$ cat config.mk
export PLATFORM = sky130hd
export DESIGN_NAME = layer_scanner
export DESIGN_NICKNAME = d
export VERILOG_FILES = /design/src/rtl/layer_scanner_pkg.sv /design/src/rtl/layer_scanner.sv
export SDC_FILE = /design/constraint.sdc
export NUM_CORES = 1
export LEC_CHECK = 0
export ABC_AREA = 1
export CAP_MARGIN = 5
export CELL_PAD_IN_SITES_DETAIL_PLACEMENT = 0
export CELL_PAD_IN_SITES_GLOBAL_PLACEMENT = 1
export CORE_ASPECT_RATIO = 0.7
export CORE_MARGIN = 3
export CORE_UTILIZATION = 25
export CTS_CLUSTER_SIZE = 16
export DETAILED_ROUTE_END_ITERATION = 10
export PLACE_DENSITY = 0.59
export SYNTH_ARGS = -nofsm -noshare
export SYNTH_HDL_FRONTEND = slang
export SYNTH_SLANG_ARGS = --single-unit
$ cat constraint.sdc
create_clock -name c -period 1.85 [get_ports c]
set_input_delay 0.37 -clock c [delete_from_list [all_inputs] [get_ports c]]
set_output_delay 0.37 -clock c [all_outputs]
set_load 0.05 [all_outputs]
$ cat src/rtl/layer_scanner_pkg.sv
`default_nettype none
// ============================================================================
// Module  : layer_scanner_pkg
// Brief   : Shared defaults and FSM state encoding for the layer scanner.
// Revision: 1.0 - initial release
// ============================================================================
package layer_scanner_pkg;

    localparam int LAYERS_DEFAULT = 64;
    localparam int SW_DEFAULT     = 6;
    localparam int DW_DEFAULT     = 8;
    localparam int TIMER_W        = 3;

    typedef enum logic [2:0] {
        ST_IDLE = 3'd0,
        ST_ADDR = 3'd1,
        ST_WAIT = 3'd2,
        ST_OUT  = 3'd3,
        ST_DONE = 3'd4
    } state_t;

endpackage
`default_nettype wire

$ cat src/rtl/layer_scanner.sv
`default_nettype none
// ============================================================================
// Module  : layer_scanner
// Brief   : Sweeps the counter bank select 0..LAYERS-1 and streams
//           (layer, count) words over a valid/ready port.
//           Optional SCAN_SKIP_ZERO_EN: zero counts are not emitted.
// Revision: 1.0 - initial release
// ============================================================================
module layer_scanner
    import layer_scanner_pkg::*;
#(
    parameter int LAYERS = LAYERS_DEFAULT,
    parameter int SW     = SW_DEFAULT,
    parameter int DW     = DW_DEFAULT,
    parameter int RD_LAT = 1
) (
    input  logic          c,
    input  logic          r,
    input  logic          start,
    output logic [SW-1:0] rd_s,
    input  logic [DW-1:0] rd_q,
    output logic          busy,
    output logic          m_valid,
    input  logic          m_ready,
    output logic [SW-1:0] m_layer,
    output logic [DW-1:0] m_data,
    output logic          done
);

    localparam logic [SW-1:0]      LAST = SW'(LAYERS - 1);
    localparam logic [TIMER_W-1:0] LAT  = TIMER_W'(RD_LAT);

    state_t             state;
    state_t             state_nx;
    logic [SW-1:0]      idx;
    logic [TIMER_W-1:0] timer;

    logic sample;
    logic skip;
    logic handshake;
    logic is_last;
    logic advance;

    // rd_q is settled once RD_LAT clocks have elapsed after the select changed
    assign sample    = (state == ST_WAIT) && (timer == '0);
    assign handshake = (state == ST_OUT) && m_ready;
    assign is_last   = (idx == LAST);

`ifdef SCAN_SKIP_ZERO_EN
    assign skip = sample && (rd_q == '0);
`else
    assign skip = 1'b0;
`endif

    // Moving on to the next layer drives its select on the same edge, so the
    // address phase overlaps the handshake and each layer costs RD_LAT+2 clocks.
    assign advance = (handshake || skip) && !is_last;

    always_ff @(posedge c or negedge r) begin
        if (!r) begin
            state <= ST_IDLE;
        end else begin
            state <= state_nx;
        end
    end

    always_comb begin
        state_nx = state;
        busy     = 1'b0;
        m_valid  = 1'b0;
        done     = 1'b0;
        case (state)
            ST_IDLE: begin
                if (start) begin
                    state_nx = ST_ADDR;
                end
            end
            ST_ADDR: begin
                busy     = 1'b1;
                state_nx = ST_WAIT;
            end
            ST_WAIT: begin
                busy = 1'b1;
                if (skip) begin
                    state_nx = is_last ? ST_DONE : ST_WAIT;
                end else if (sample) begin
                    state_nx = ST_OUT;
                end
            end
            ST_OUT: begin
                busy    = 1'b1;
                m_valid = 1'b1;
                if (m_ready) begin
                    state_nx = is_last ? ST_DONE : ST_WAIT;
                end
            end
            ST_DONE: begin
                done     = 1'b1;
                state_nx = ST_IDLE;
            end
            default: begin
                state_nx = ST_IDLE;
            end
        endcase
    end

    always_ff @(posedge c or negedge r) begin
        if (!r) begin
            idx     <= '0;
            rd_s    <= '0;
            timer   <= '0;
            m_layer <= '0;
            m_data  <= '0;
        end else begin
            if ((state == ST_IDLE) && start) begin
                idx <= '0;
            end
            if (state == ST_ADDR) begin
                rd_s  <= idx;
                timer <= LAT;
            end else if (advance) begin
                idx   <= idx + 1'b1;
                rd_s  <= idx + 1'b1;
                timer <= LAT;
            end else if ((state == ST_WAIT) && (timer != '0)) begin
                timer <= timer - 1'b1;
            end
            if (sample && !skip) begin
                m_data  <= rd_q;
                m_layer <= idx;
            end
        end
    end

endmodule
`default_nettype wire

; Yosys cells after proc, flatten, opt, wreduce, memory -nomap -nowiden
; Cells that the tools add are included.
[classes]
add_sub_neg = 2
eq_ne = 8
mux = 16
n_reduce_logical = 13
[ops]
columns = op, n
row1 = 6-bit 2-to-1 mux, 5
row2 = 3-bit 2-to-1 mux, 7
row3 = 3-bit one-hot mux with 4 select lines, 1
row4 = "6-bit by 1-bit adder with 6-bit output, second input constant", 1
row5 = "3-bit by 2-bit equality test with 1-bit output, second input constant", 2
row6 = "6-bit equality test, second input constant", 1
row7 = 3-bit logical NOT, 2
row8 = "2-bit inequality test, second input constant", 3
row9 = 3-bit nonzero test, 2
row10 = 1-bit logical AND, 5
row11 = "3-bit by 1-bit equality test with 1-bit output, second input constant", 1
row12 = "3-bit equality test, second input constant", 1
row13 = 1-bit 2-to-1 mux, 3
row14 = 3-bit AND reduction, 1
row15 = 3-bit OR reduction, 1
row16 = "3-bit by 1-bit subtractor with 3-bit output, second input constant", 1
row17 = 2-bit nonzero test, 1
row18 = 1-bit logical NOT, 1
[word_totals]
register_bits = 32
in_bits = 12
output_inout_bits = 23
elab_cells = 45

; Logic depth before layout (Yosys ltp)
[depth]
word_depth = 5
depth_mapped = 8
mapped_depth_nobuf = 8

; Worst setup path after synthesis
; No wires, ideal clock.
[synth_timing]
path_kind = register to output
from = reg state[1]
to = out done
arrival_ns = 1.603
t_required_ns = 1.480
path_slack_ns = -0.123
path_stages_with_launch = 3
path_buffers = 1
path_cell_list = dfrtp_1 buf_4 nor3_1
[synth_between]
elab_chain_len = 2
[synth_lines]
columns = item, line_no
row1 = "start, declared", layer_scanner.sv:33  ; state_t state;
row2 = "start signal, assigned", layer_scanner.sv:63  ; state <= state_nx;
row3 = 3-bit equality test, layer_scanner.sv:72  ; case (state)
row4 = 1-bit 2-to-1 mux, layer_scanner.sv:72
row5 = "end, declared", layer_scanner.sv:27  ; output logic done
; Every way passes these cells.

; Worst setup path after layout
[layout_timing]
from = reg m_data[1]
to = out m_data[1]
[layout_rtl]
columns = item, line_no
row1 = "start, declared", layer_scanner.sv:26  ; output logic [DW-1:0] m_data,
row2 = "start signal, assigned", layer_scanner.sv:129  ; m_data <= rd_q;
; No word-level cell between the ends.

==> results summary <==
The flow ran to the end, and the final reports show no timing, DRC or antenna violations. The critical path is of the reg2out type. The element type at the critical path start is a flop.

The maximum root-to-sink buffer count is 2. The non-filler instance count after layout is about 320. After detailed routing, the number of remaining DRC violations is 0.

The dominant cell type by area after synthesis is dfrtp_1. The net count after synthesis is 200. The number of buffers added on ports came out at 34. The clock group share of total power is between 15 and 20%. The net count of the finished layout is between 200 and 250.

The die is ~100 um wide. The count of boundary I/O pins came out at 35. The standard cell with the maximum stage delay on the critical path is clkdlybuf4s50_1.

TritonCTS built the clock tree. The number of antenna violations at the first check in global routing came to 0. The overall global routing resource usage came out at a little over a tenth. The DRC marker count from the first detailed-route iteration is 53. Routability-driven placement finished with a final weighted congestion of approximately 0.76. The global-route wire length before repair came out at approximately 6.5 mm. Ranked by total cell area, the synthesized netlist is headed by dfrtp_1 (48%), nand2_1 (10%), o21ai_2 (8.4%). The number of global-route vias before repair was 1317. The peak supply drop came out at 591 uV. The core occupancy in the finished layout came out at 34.7%. In the layout the commonest cells are nand2_1 (45), dfrtp_1 (32), inv_1 (23). In this run the most critical hold path is launched from m_data[1]. The total internal power came out at 2.14 mW. The routed design has ~3.7 mm of wire. Counting both buffers and inverters, the worst setup path holds a total of 1. The slack of the critical path is 0.0593 ns. The number of diodes came out at 0.

In this run, flip-flops and latches consume between 20% and 30% of the power. Before antenna repair, the detailed router went through 4 iterations. The switching part of the total power is around 50%. The final setup violation count came out at 0. The worst flop-to-flop path startpoint is idx[0]. The number of rows created at floorplan came out at 24.

The combinational cell fraction of total power came out at 54.5%. Cells with a size suffix above 1 make up 30.2% of the layout. The number of placed instances, taps included, is 308.

The number of clock sinks came out at 32. Once the floorplan was initialized, standard cells occupied 26.3% of the core. The worst setup path is captured at an output port.

The number of routed nets with antenna violations is 0. The number of instances in the synthesized netlist came out at 185. The worst max-slew margin expressed relative to the limit came out at between 60% and 70%. The clock latency on the worst-skew pair is around 0.28 ns. Setup repair after global routing left no endpoint under its margin. The critical path's top delay family is buffers and inverters.

Yosys printed 0 warnings. The average wire length per cell after detail routing came out at about 12 um. For the worst setup path, the data arrival time is about 1.4 ns.

The cell sitting at the root of the clock tree is a clkbuf_8. The number of hold violations in the final report came out at 0. The synthesized area came out at ~1700 um2. For this run, the register share of the synthesized area comes to between 40 and 50%. The power per standard cell area is about 1900 nW/um2.

The library cell used most frequently in the layout, excluding fill and tap cells, is nand2_1. The critical path goes through clkdlybuf4s50_1. The area growth from synthesis to layout is 31.9%. The flip-flop and latch count after synthesis is 32. The maximum single-stage delay on the critical path is approximately 0.8 ns. Across all register-to-register paths, the minimum setup slack is between 0.3 and 0.4 ns.

The number of levels in the clock H-tree came out at 2. In this run the power spent charging and discharging nets is around 2.1 mW. The worst path required time is 1.48 ns.

For the finished layout, the period the worst path requires is ~1.8 ns. The sum of overflow across all layers after global routing came out at 0. Counting the fill cells in the layout gives approximately 660. The peak fanout along the critical path is 2.

The vertical extent of the die came out at around 74 um. After synthesis, the largest area contributor takes up about half of total cell area. Final hold analysis gives a worst-case slack of approximately 0.48 ns. The worst-case clock skew is approximately 0.0049 ns. The final-report max-slew violation count is 0. The worst hold path terminates at m_data[1]. The total number of cells along the worst setup path is 1. The cell depth of the worst min-delay path is 2. The floorplan step defined a core boundary enclosing 6340 um2. The maximum achievable frequency came out at 558 MHz. The TritonCTS buffer count is 5. The share of the cycle needed by the critical path after routing came out at around 97%. The number of distinct library cells after synthesis came out at 27. After routing, the total negative slack on setup checks comes to 0 ns.

In this run the static leakage power is ~1.1 nW. The post-placement worst setup slack is slightly below 0.2 ns. The number of violations of the max-capacitance limit came out at 0. The maximum number of pins on one net before global-route repair came out at 33. In this run the critical register-to-register path is captured at rd_s[2]. At the pin with the least slew margin, the transition time is ~0.51 ns. The routed via count divided by cell count came out at 4.09. The routed layout has ~1300 vias. The number of cells on the worst reg-to-reg path is 8.

The die covers 7700 um2. The HPWL reported at the end of detailed placement came out at 2.67 mm. After clock tree synthesis, the clock-pin slew on the worst setup and hold paths is roughly 0.07 ns.

After clock tree synthesis, the flow added hold-fix buffers numbering 0. The type of the most critical hold path is reg2reg. A synthesized cell averages between 9 and 10 um2.
-- per-layer routing --
| metal | up-vias | share of wire [%] | track usage, % |
|---|---|---|---|
| met5 | - | 0 | 0 |
| met4 | 0 | 1.4 | 3.98 |
| met3 | 5 | 4.3 | 3.47 |
| met2 | 26 | 42 | 16.2 |
| met1 | 598 | 52 | 14.6 |
| li1 | 665 | - | - |
-- sequential cells by signal, summed over array words and instances (netlist names) --
signal	cells
state	3
m_data	8
rd_s	6
idx	6
timer	3
m_layer	6
-- Yosys cell counts, drive strengths merged --
| cell | instances |
|---|---|
| ha | 3 |
| nand2 | 49 |
| xor2 | 1 |
| nand4 | 2 |
| dfrtp | 32 |
| a21oi | 4 |
| nor2 | 20 |
| or2 | 1 |
| buf | 4 |
| xnor2 | 1 |
| nand3 | 14 |
| nor3 | 2 |
| o21ai | 23 |
| inv | 27 |
| nand3b | 1 |
| o21bai | 1 |
-- power by group through the flow --
stage / sequential, mW / combinational, mW / clock (mW)
floorplan: 1.83 / 1.09 / 0
global placement: 1.26 / 2.33 / 0
detailed placement: 1.26 / 2.33 / 0
CTS: 1.24 / 2.34 / 0.708
global route: 1.28 / 2.51 / 0.734
finish: 1.24 / 2.30 / 0.675
-- layout make-up --
cell class / instances / area (um2) / area share, %
clock buffer: 6 / 72.6 / 3.30
inverter: 27 / 104 / 4.72
sequential: 32 / 801 / 36.4
timing repair buffer: 36 / 343 / 15.6
clock inverter: 2 / 35.0 / 1.59
tap: 91 / 114 / 5.18
multi-input combinational: 122 / 731 / 33.2
-- kinds of logic (layout without fill, tap and decap cells) --
kind of cell / after synthesis / in the layout / share of synthesized area, %
compound gates: 28 / 28 / 12.2
xor+xnor: 2 / 2 / 1.05
fa+ha+maj: 3 / 3 / 2.25
buf+inv: 31 / 71 / 8.48
flops: 32 / 32 / 48.0
simple gates: 89 / 89 / 28.1
-- worst max-delay path by stage --
stage / start / endpoint / slack [ns]
floorplan: state[0] / state[0] / 0.09
global placement: m_ready / rd_s[0] / 0.19
detailed placement: m_ready / rd_s[3] / 0.20
CTS: m_data[0] / m_data[0] / 0.03
global route: state[1] / m_valid / 0.002
finish: m_data[1] / m_data[1] / 0.06
-- timing repair --
action	in CTS	in global routing
gates resized for setup	0	1
setup buffers	0	0
endpoints found under the setup margin	0	1
-- stage by stage --
stage | power, mW | instance area (um2)
floorplan | 2.92 | 1670
global route | 4.53 | 2200
global placement | 3.58 | 2090
CTS | 4.29 | 2200
detailed placement | 3.58 | 2090
finish | 4.21 | 2200
Power figures use the tool's default switching activity.
